`config.mk`:
```
export PLATFORM = sky130hd
export DESIGN_NAME = seg_msg_scroller
export DESIGN_NICKNAME = d
export VERILOG_FILES = /design/src/rtl/seg_msg_scroller_pkg.sv /design/src/rtl/seg_tick_div.sv /design/src/rtl/seg_msg_scroller.sv
export SDC_FILE = /design/constraint.sdc
export NUM_CORES = 1
export LEC_CHECK = 0
export ABC_AREA = 1
export ABC_CLOCK_PERIOD_IN_PS = 4200
export BUFFER_PORTS_ARGS = -buffer_cell sky130_fd_sc_hd__buf_2
export CAP_MARGIN = 20
export CORE_UTILIZATION = 45
export DETAILED_ROUTE_END_ITERATION = 10
export SYNTH_ARGS = -nofsm -noshare
export SYNTH_HDL_FRONTEND = slang
export SYNTH_SLANG_ARGS = --single-unit
```
`constraint.sdc`:
```
create_clock -name ck -period 4.2 [get_ports ck]
set_input_delay 0.42 -clock ck [delete_from_list [all_inputs] [get_ports ck]]
set_output_delay 0.42 -clock ck [all_outputs]
set_load 0.03 [all_outputs]
```
`src/rtl/seg_msg_scroller_pkg.sv`:
```
// seg_msg_scroller_pkg: shared segment codes, mode and state encodings
package seg_msg_scroller_pkg;
  localparam logic [7:0] CH_BLANK = 8'hFF;
  localparam logic [7:0] CH_H = 8'h89;
  localparam logic [7:0] CH_E = 8'h86;
  localparam logic [7:0] CH_L = 8'hC7;
  localparam logic [7:0] CH_O = 8'hC0;
  typedef enum logic {MODE_STEP = 1'b0, MODE_SCROLL = 1'b1} mode_e;
  typedef enum logic {IDLE = 1'b0, RUN = 1'b1} state_e;
endpackage

```
`src/rtl/seg_tick_div.sv`:
```
// seg_tick_div: prescaler counting 0..DIV-1 with clear and step on the last count
module seg_tick_div #(
  parameter int DIV = 4
) (
  input  logic ck,
  input  logic rs,
  input  logic clr,
  output logic step
);
  localparam int CW = DIV > 1 ? $clog2(DIV) : 1;
  logic [CW-1:0] cnt;
  assign step = cnt == CW'(DIV - 1);
  always_ff @(posedge ck or negedge rs)
    if (!rs) cnt <= '0;
    else cnt <= (clr || step) ? '0 : cnt + 1'b1;
endmodule

```
`src/rtl/seg_msg_scroller.sv`:
```
// seg_msg_scroller: plays a message onto a 7-segment window in step or scroll mode
module seg_msg_scroller
  import seg_msg_scroller_pkg::*;
#(
  parameter int MSG_LEN = 5,
  parameter int N_DIG = 4,
  parameter int DIV = 4,
  parameter logic [7:0] BLANK = 8'hFF,
  localparam int PW = $clog2(MSG_LEN + N_DIG + 1)
) (
  input  logic                 ck,
  input  logic                 rs,
  input  logic                 start,
  input  logic                 stop,
  input  logic                 mode,
  input  logic                 loop,
  input  logic [8*MSG_LEN-1:0] msg,
  output logic [8*N_DIG-1:0]   win,
  output logic [PW-1:0]        pos,
  output logic                 busy,
  output logic                 done
);
  state_e state, nxt_state;
  mode_e mode_q, src_mode;
  logic loop_q, idle, step, nxt_done;
  logic [8*MSG_LEN-1:0] msg_q, src_msg;
  logic [PW-1:0] nxt_pos, last;
  logic [8*N_DIG-1:0] nxt_win;
  function automatic logic [8*N_DIG-1:0] frame(input int f, input logic [8*MSG_LEN-1:0] m, input mode_e md);
    frame = {N_DIG{BLANK}};
    for (int d = 0; d < N_DIG; d++)
      if (md == MODE_SCROLL) begin
        if (f + d >= N_DIG && f + d < N_DIG + MSG_LEN) frame[8*d+:8] = m[8*(f+d-N_DIG)+:8];
      end else if (d == 0 && f >= 1) frame[7:0] = m[8*(f-1)+:8];
  endfunction
  seg_tick_div #(.DIV(DIV)) u_div (.ck(ck), .rs(rs), .clr(idle || stop), .step(step));
  assign busy = state == RUN;
  always_comb begin
    idle = state == IDLE;
    src_msg = idle ? msg : msg_q;
    src_mode = idle ? mode_e'(mode) : mode_q;
    last = PW'(src_mode == MODE_SCROLL ? MSG_LEN + N_DIG : MSG_LEN);
    nxt_state = state;
    nxt_pos = pos;
    nxt_done = 1'b0;
    if (stop) begin
      nxt_state = IDLE;
      nxt_pos = '0;
    end else if (idle) begin
      nxt_state = start ? RUN : IDLE;
      nxt_pos = '0;
    end else if (step) begin
      nxt_pos = pos == last ? '0 : pos + 1'b1;
      nxt_state = (pos == last && !loop_q) ? IDLE : RUN;
      nxt_done = pos == last && !loop_q;
    end
    nxt_win = nxt_state == RUN ? frame(int'(nxt_pos), src_msg, src_mode) : {N_DIG{BLANK}};
  end
  always_ff @(posedge ck or negedge rs)
    if (!rs) begin
      state <= IDLE;
      pos <= '0;
      win <= {N_DIG{BLANK}};
      done <= 1'b0;
      msg_q <= '0;
      mode_q <= MODE_STEP;
      loop_q <= 1'b0;
    end else begin
      state <= nxt_state;
      pos <= nxt_pos;
      win <= nxt_win;
      done <= nxt_done;
      if (idle && start && !stop) begin
        msg_q <= msg;
        mode_q <= mode_e'(mode);
        loop_q <= loop;
      end
    end
endmodule

```
==> results of run 1 <==
-- repair_timing --
item	CTS	global route
gates resized for setup	0	9
hold endpoints to repair	0	0
endpoints found under the setup margin	0	12
-- path summary, 6_finish.rpt --
path                       cells past startpoint           end
max in group asynchronous                      2       win[10]
setup / recovery                              22        win[8]
hold reg to reg                                1  u_div.cnt[0]
hold / removal                                 1     msg_q[33]
min in group ck                                2        loop_q
setup reg to reg                              22        win[8]
-- cells by family (layout without fill, tap and decap cells) --
kind of cell	after synthesis	after routing	share of synthesized area, %
AO/OA/AOI/OAI	253	253	18.6
XOR/XNOR	5	5	0.998
buffers and inverters	204	255	12.3
adder cells (fa/ha/maj)	31	31	5.53
flip-flops	82	82	29.8
multiplexers	2	2	0.321
AND/OR/NAND/NOR	531	531	32.4
-- Yosys cell counts (3+ instances only) --
| master | number |
|---|---|
| nand2_1 | 401 |
| buf_6 | 7 |
| inv_1 | 126 |
| ha_1 | 31 |
| nand3_1 | 72 |
| buf_2 | 24 |
| dfrtp_1 | 50 |
| nor3_1 | 5 |
| o21ai_1 | 54 |
| nand3_2 | 4 |
| o211ai_1 | 4 |
| a21oi_1 | 35 |
| inv_2 | 7 |
| nand4_1 | 6 |
| nand2_2 | 7 |
| buf_4 | 3 |
| o21ai_0 | 153 |
| clkbuf_1 | 36 |
| dfstp_2 | 32 |
| nor2_1 | 23 |
-- registers in the layout (all words and copies together), names as in the netlist --
| register | cells |
|---|---|
| busy | 1 |
| done | 1 |
| mode_q | 1 |
| pos | 4 |
| msg_q | 40 |
| u_div.cnt | 2 |
| loop_q | 1 |
| win | 32 |
-- metal layers --
layer  vias up  routed length (um)  global-route usage (%)
met5         -                   0                       0
met4         0                 601                    10.1
met3        37                1290                    4.72
met2       252                9940                    45.1
met1      3176                9280                    35.5
li1       3610                   -                       -
-- power by group --
group          switching (mW)  internal, mW
Sequential             0.0366         0.871
Clock                   0.322         0.461
Combinational           0.262         0.110
Total                   0.620          1.44
-- area by class of cell --
class	instances	area, um2
Fill cell	1608	7400
Multi-Input combinational cell	822	4100
Sequential cell	82	2090
Timing Repair Buffer	103	568
Inverter	134	515
Clock buffer	13	240
Tap cell	188	235
Clock inverter	3	42.5
Timing Repair inverter	2	12.5
-- worst max-delay path, cell delays in order, from the launching register on --
cell and delay (ns):
dfrtp_2 0.44, inv_4 0.17, nand2_2 0.07, nand3_1 0.14, nand2_2 0.09, nand2_4 0.13
nand2_8 0.15, inv_4 0.17, ha_1 0.22, inv_1 0.08, nor2_1 0.19, xnor2_2 0.17
inv_1 0.09, ha_1 0.21, ha_2 0.44, clkinvlp_2 0.27, o21ai_0 0.22, inv_1 0.06
o21ai_1 0.13, nand2_1 0.13, nand2_1 0.09, nand3_1 0.07, nand2_1 0.07
==> flow_summary.ini, run 1 <==
[synth]
yosys_register_bits = 82
avgSynthCellArea_um2 = 6.34
ys_warn_count = 0
yosys.area.top_type = nand2_1
synthesis.area_mm2 = 0.00702
synth_top_area_share_pct = 21.4
yosysSeqAreaShare_pct = 29.8
synth_area_leaders = nand2_1 (21%), dfrtp_1 (18%), dfstp_2 (12%)
synth_cells = 1108
synth_ff_type = dfrtp_1
synthArstFlopShare_pct = 100
ys_types = 40
syn_nets = 1185
synth_edf_count = 0

[timing]
slew-limit-headroom_pct = 37.7
period_minus_slack_ns = 3.88
setup_ws_ns = 0.320
min_period_over_period_pct = 92.4
rsz0062_at_grt = no
report.final.slew_viol_count = 0
final-hold-violation-count = 0
setup_tns_ns = 0
tightest_slew_ns = 0.934
fin_skew_ns = 0.00782
setup_violations = 0
fin_hold_ws_ns = 0.0555
max_freq_mhz = 258

[final_layout]
antenna_cells = 0
final_cell_mix = nand2_1 (401), o21ai_0 (153), inv_1 (124)
layout.cells.non_filler = 1347
fin_util_pct = 51.3
area_growth_syn_to_layout_pct = 11.2
nNetsFinal = 1231
fin_area_mm2 = 0.00780
layout_commonest_cell = nand2_1
drive_above_1_share_pct = 16.7

[global_routing]
antenna_found_initial = 0
grt_pass1_wl_um = 33600
grt_usage_pct = 27.2
gr-total-overflow = 0
grt_pass1_vias = 6365
grt_start_max_net_pins = 94

[pwr]
ir_worst_vdd_mv = 0.185
cellLeakagePower_nw = 3.63
power.density_mw_per_mm2 = 264
power_mw = 2.06

[die]
die_area_mm2 = 0.0161
die_y_um = 127
rows = 45
die_w_um = 127
io_pins = 84
core_area_mm2 = 0.0152
initial_core_util_pct = 46.2

[clock_tree]
post_cts_buffers = 0
cts_tree = done
clk_pin_slew_worst_paths_ns = 0.06
clock_latency_ns = 0.35
clockBufferDepth = 2
cts_max_level = 3
numClockSinks = 82
cts-root-buf = clkbuf_16
numCtsBuffers = 9
cts_hold_buf = 0

[place]
placed_cells = 1329
placed_area_mm2 = 0.00748
gp_congestion = 0.939
io_buffers = 83
hpwlAfterDp_um = 15800
dp_slack_ns = 0.228

[worst_setup_path]
end_kind = flop
cp.required_ns = 4.50
critical_path_class = reg2reg
cp-start-kind = flop
crit_start = busy
rrSetupSlack_ns = 0.32
r2r_start = busy
crit_fanout = 17
critical_path_arrival_ns = 4.18

[detailed_routing]
wl_per_cell_um = 15.7
first_pass_iters = 5
drtIter0Drc = 673
drc = 0
num_vias = 7075
viasPerCell = 5.25
routed_wl_um = 21100
drtAntennaViolNets = 0

[run]
cap_violations = 0

[hold_path]
hold_path.class = in2async

[outcome]
status = completed
(Power assumes the default switching activity.)
==> inputs of run 2 (changes only) <==
Settings changed: ABC_AREA 1 to 0, ABC_CLOCK_PERIOD_IN_PS 4200 to 3250, GPL_TIMING_DRIVEN from default to 0, PLACE_DENSITY from default to 0.68.
Clock period 4.2 ns to 3.25 ns, I/O delays scaled along.
==> run 2 against run 1 <==
Compared with the run above: the run now ends with setup timing left; power is 45% higher; final cell count decreased by 35%; flip-flop and latch count did not move; synthesized area is 18% lower; sequential share of layout area rose by 1.1 points; routed wire length fell by 8.6%; count of clock-buffer cells in the layout is 3 lower; die area decreased by 18%; maximum frequency up 16%; combinational power up 33%; synthesized cell count is 49% lower; critical path type unchanged; largest power group is now clock.
==> flow_summary.ini, run 2 <==
[worst_setup_path]
crit_fanout = 8
crit_start = busy
cp-start-kind = flop
end_kind = flop
critical_path_class = reg2reg
rr_worst_depth = 13
critPathCapture = win[24]
r2r_end = win[24]
rrSetupSlack_ns = -0.1
r2r_start = busy
cp.required_ns = 3.52
critical_path_arrival_ns = 3.62

[timing]
final-hold-violation-count = 0
min_period_over_period_pct = 103
rsz0062_at_grt = yes
setup_violations = 10
fin_skew_ns = 0.00861
period_minus_slack_ns = 3.35
setup_ws_ns = -0.0986
max_freq_mhz = 299
tightest_slew_ns = 0.958
setup_tns_ns = -0.463
fin_hold_ws_ns = 0.201
slew-limit-headroom_pct = 36.1
report.final.slew_viol_count = 0

[die]
die_y_um = 115
core_area_mm2 = 0.0122
io_pins = 84
rows = 40
die_area_mm2 = 0.0132
die_w_um = 115
initial_core_util_pct = 47.1

[pwr]
ir_worst_vdd_mv = 0.237
switchingPower_mw = 0.790
seqPwrFrac_pct = 40.6
clock_power_share_pct = 42.9
swShare_pct = 26.4
power.density_mw_per_mm2 = 400
p_int_mw = 2.21
cellLeakagePower_nw = 3.06
combPwrFrac_pct = 16.5

[synth]
synth_edf_count = 0
synth_ff_type = dfrtp_1
synth_xor_area_share_pct = 2.18
yosys.area.top_type = dfrtp_1
synthArstFlopShare_pct = 100
yosys.area_share.adder_pct = 6.74
yosysSeqAreaShare_pct = 36.4
synth_top_family_by_area = compound AO/OA/AOI/OAI gates
synth-simple-area-share_pct = 13.9
ys_types = 70
ys_warn_count = 0
synthesis.area_mm2 = 0.00575
synth_common_cells = dfrtp_1 (50), mux2_2 (46), mux2i_1 (45)
synth-compound-area-share_pct = 18.6
synth_cells = 563
syn_nets = 640
yosys_register_bits = 82
synth_top_area_share_pct = 21.8
avgSynthCellArea_um2 = 10.2
synth_area_leaders = dfrtp_1 (22%), dfstp_2 (15%), mux2_2 (9.0%)
synthMuxAreaShare_pct = 17.3
yosysMostFrequentCell = dfrtp_1

[final_layout]
layout.cells.non_filler = 871
largest_reg_flops = 40
antenna_cells = 0
layout_commonest_cell = buf_2
fin_util_pct = 61.3
area_growth_syn_to_layout_pct = 30.2
regMostFlops = msg_q
final_cell_mix = buf_2 (84), dfrtp_1 (49), mux2i_1 (44), mux2_2 (44), buf_4 (38)
top_regs = msg_q: 40 flops, win: 32 flops, pos: 4 flops
nNetsFinal = 775
drive_above_1_share_pct = 41.8

[detailed_routing]
first_pass_iters = 7
drc = 0
drtAntennaViolNets = 0
routed_wl_um = 19300
wl_per_cell_um = 22.2
drtIter0Drc = 479
num_vias = 5368
viasPerCell = 6.16

[place]
placed_cells = 815
hpwlAfterDp_um = 13800
gp_congestion = 0.921
dp_slack_ns = -0.783
io_buffers = 83

[clock_tree]
cts_max_level = 3
numCtsBuffers = 9
numClockSinks = 82
cts-root-buf = clkbuf_16
clk_pin_slew_worst_paths_ns = 0.06
clock_latency_ns = 0.36
cts_tree = done
clockBufferDepth = 2

[global_routing]
grt_pass1_vias = 5265
antenna_found_initial = 0
grt_pass1_wl_um = 29600
grt_usage_pct = 30.3
gr-total-overflow = 0
grt_start_max_net_pins = 48

[outcome]
violations = setup timing
status = complete, but fails checks

[hold_path]
worstHoldPathCells = 2
hold_path.class = in2reg

[run]
cap_violations = 0
-- run 2: cell count changes after synthesis, moves of 44 or more --
cell	previous run	this run
nand2_1	401	29
nand3_1	72	14
mux2_2	2	46
inv_1	126	16
mux2i_1	0	45
o21ai_0	153	15
o21ai_1	54	4
-- run 2: final cells by class --
class / instances / area (um2)
Clock buffer: 10 / 239
Clock inverter: 6 / 138
Tap cell: 168 / 210
Timing Repair Buffer: 126 / 798
Inverter: 21 / 93.8
Multi-Input combinational cell: 424 / 3690
Fill cell: 1042 / 4720
Sequential cell: 82 / 2090
Buffer: 34 / 230
-- run 2: power groups by stage --
stage,sequential [mW],clock (mW),combinational (mW)
finish,1.22,1.29,0.493
global route,1.23,1.35,0.529
detailed placement,1.23,0,0.461
floorplan,1.21,0,0.295
CTS,1.21,1.30,0.474
global placement,1.23,0,0.443
-- run 2: how the worst min path moves through the flow --
| stage | start | end |
|---|---|---|
| after CTS | loop | loop_q |
| after detailed placement | rs | done |
| final | loop | loop_q |
| after global placement | u_div.cnt[0] | u_div.cnt[0] |
| after global routing | loop | loop_q |
| after floorplan | rs | busy |
-- run 2: what timing repair did --
action | in CTS | in global routing
pin swaps | 13 | 16
hold buffers | 1 | 0
setup buffers | 26 | 16
gates cloned | 0 | 1
endpoints found under the hold margin | 20 | 0
gates resized for setup | 27 | 39
endpoints found under the setup margin | 32 | 32
-- run 2: worst max-delay path, cell delays in order, from the launching register on --
cell and delay [ns]:
dfrtp_2 0.41, mux2i_4 0.30, mux2_4 0.34, nor4_4 0.32, buf_4 0.22, inv_8 0.05, ha_4 0.16, a21oi_4 0.15
xor2_2 0.24, ha_2 0.25, ha_4 0.20, and4_1 0.16, buf_6 0.14, a211o_1 0.33
-- run 2: logic make-up (layout without fill, tap and decap cells) --
logic type               Yosys count  after routing
XOR/XNOR                          10             10
buffers and inverters             58            197
adder cells (fa/ha/maj)           31             31
flip-flops                        82             82
AO/OA/AOI/OAI                    140            140
multiplexers                      93             93
AND/OR/NAND/NOR                  149            150
-- run 2: stage by stage --
stage	area, um2	total power, mW
after floorplan	5880	1.50
after global placement	6500	1.67
after detailed placement	6530	1.69
after CTS	7230	2.99
after global routing	7490	3.11
final	7490	3.00
-- run 2: metal layers --
layer | global-route usage, % | up-vias | wire length (um)
li1 | - | 2381 | -
met1 | 39.1 | 2629 | 7940
met2 | 48.5 | 299 | 9000
met3 | 6.38 | 59 | 1570
met4 | 15.2 | 0 | 788
met5 | 0 | - | 0
==> inputs of run 3 (changes only) <==
Settings changed: CORE_MARGIN from default to 10, HOLD_SLACK_MARGIN from default to 0.06, SETUP_SLACK_MARGIN from default to 0.3.
==> run 3 against run 2 <==
Compared with the run above: the flow still finishes with violations (setup timing); sequential share of layout area fell by 0.37 points; sequential power is essentially flat; clock skew rose by 0.0010 ns; routed wire length grew 4.3%; first-iteration DRC count is 10% lower; largest cell class unchanged; highest routed layer unchanged.
==> flow_summary.ini, run 3 (same netlist as run 2, synthesis figures left out) <==
[pwr]
swShare_pct = 28.4
combPwrFrac_pct = 17.8
switchingPower_mw = 0.785
clock_power_share_pct = 38.0
power_mw = 2.76
p_int_mw = 1.98
power.density_mw_per_mm2 = 364
cellLeakagePower_nw = 3.06
seqPwrFrac_pct = 44.2
ir_worst_vdd_mv = 0.222

[final_layout]
top_regs = msg_q: 40 flops, win: 32 flops, pos: 4 flops
nNetsFinal = 771
layout_commonest_cell = buf_2
fin_util_pct = 60.4
antenna_cells = 0
largest_reg_flops = 40
layout.cells.non_filler = 871
drive_above_1_share_pct = 44.2
final_cell_mix = buf_2 (84), dfrtp_1 (49), mux2_2 (45)
regMostFlops = msg_q
area_growth_syn_to_layout_pct = 32.0

[timing]
setup_violations = 8
report.final.slew_viol_count = 0
slew-limit-headroom_pct = 43.4
rsz0062_at_grt = yes
setup_tns_ns = -0.227
min_period_over_period_pct = 101
final-hold-violation-count = 0
max_freq_mhz = 304
fin_skew_ns = 0.00961
setup_ws_ns = -0.0409
fin_hold_ws_ns = 0.202
period_minus_slack_ns = 3.29
tightest_slew_ns = 0.843

[clock_tree]
clockBufferDepth = 2
clk_pin_slew_worst_paths_ns = 0.06
cts-root-buf = clkbuf_16
numCtsBuffers = 9
clock_latency_ns = 0.35
cts_max_level = 3
numClockSinks = 82
cts_tree = done

[global_routing]
gr-total-overflow = 0
grt_usage_pct = 22.3
antenna_found_initial = 0
grt_pass1_vias = 5500
grt_pass1_wl_um = 30900
grt_start_max_net_pins = 50

[worst_setup_path]
crit_fanout = 8
rr_worst_depth = 13
end_kind = flop
critPathMaxStageDelay_ns = 0.42
rrSetupSlack_ns = -0.04
crit_family = compound AO/OA/AOI/OAI gates
r2r_start = busy
worst-path-buf-inv = 3
cp_slowest_cell = dfrtp_2
r2r_end = win[24]
critical_path_arrival_ns = 3.56
critical_path_class = reg2reg
cp_cell_sequence = mux2i_4 -> buf_4 -> mux2_2 -> o21a_4 -> buf_4 -> ha_4 -> a21oi_4 -> xor2_2 -> ha_2 -> ha_4 -> and4_1 -> buf_6 -> a211o_1
cp-start-kind = flop
cp.required_ns = 3.52

[detailed_routing]
routed_wl_um = 20100
drc = 0
first_pass_iters = 6
wl_per_cell_um = 23.1
num_vias = 5404
viasPerCell = 6.20
drtIter0Drc = 431
drtAntennaViolNets = 0

[place]
placed_cells = 819
io_buffers = 83
gp_congestion = 0.991
hpwlAfterDp_um = 14400

[hold_path]
whs_endpoint = loop_q
hold_path.class = in2reg
worstHoldPathCells = 2
hp-start = loop

[run]
cap_violations = 0

[outcome]
status = complete, but fails checks
violations = setup timing

[die]
die_area_mm2 = 0.0177
io_pins = 84
initial_core_util_pct = 45.8
rows = 41
die_y_um = 133
die_w_um = 133
core_area_mm2 = 0.0126
==> run 3: per-layer routing <==
metal  up-vias  track usage (%)  share of wire (%)
li1       2374                -                  -
met1      2680             27.3                 40
met2       288             36.0                 48
met3        62             5.64                8.7
met4         0             9.96                3.6
met5         -                0                  0
==> run 3: what timing repair did <==
item                                   CTS  global route
setup endpoints to repair               32            32
gates cloned                             0             0
pin swaps                               29            14
resized for setup                       54            30
buffers inserted                        28             7
endpoints found under the hold margin   18             0
hold buffers                             1             0
==> run 3: worst max-delay path by stage <==
| stage | cells past startpoint | to | from | slack [ns] |
|---|---|---|---|---|
| floorplan | 13 | win[10] | busy | -0.22 |
| global placement | 12 | win[15] | busy | -0.80 |
| detailed placement | 12 | win[15] | busy | -0.86 |
| CTS | 14 | win[24] | busy | -0.03 |
| global route | 13 | win[31] | busy | -0.12 |
| finish | 13 | win[24] | busy | -0.04 |
==> run 3: layout make-up <==
| class | count | area, um2 |
|---|---|---|
| fill | 1034 | 4980 |
| clock buffer | 12 | 246 |
| multi-input combinational | 423 | 3840 |
| timing repair buffer | 120 | 753 |
| inverter | 21 | 86.3 |
| sequential | 82 | 2090 |
| buffer | 37 | 302 |
| tap | 172 | 215 |
| clock inverter | 4 | 52.6 |
==> run 3: metrics by stage <==
stage                     area [um2]  setup WS (ns)
final                           7590        -0.0409
after floorplan                 5900         -0.217
after global placement          6530         -0.801
after global routing            7590         -0.117
after detailed placement        6560         -0.861
after CTS                       7390        -0.0345
==> run 3: power groups by stage <==
stage          clock [mW]  sequential, mW  combinational, mW
2_1_floorplan           0            1.21              0.296
3_3_place_gp            0            1.23              0.440
3_5_place_dp            0            1.23              0.455
4_1_cts              1.07            1.22              0.470
5_1_grt              1.11            1.23              0.529
6_report             1.05            1.22              0.492
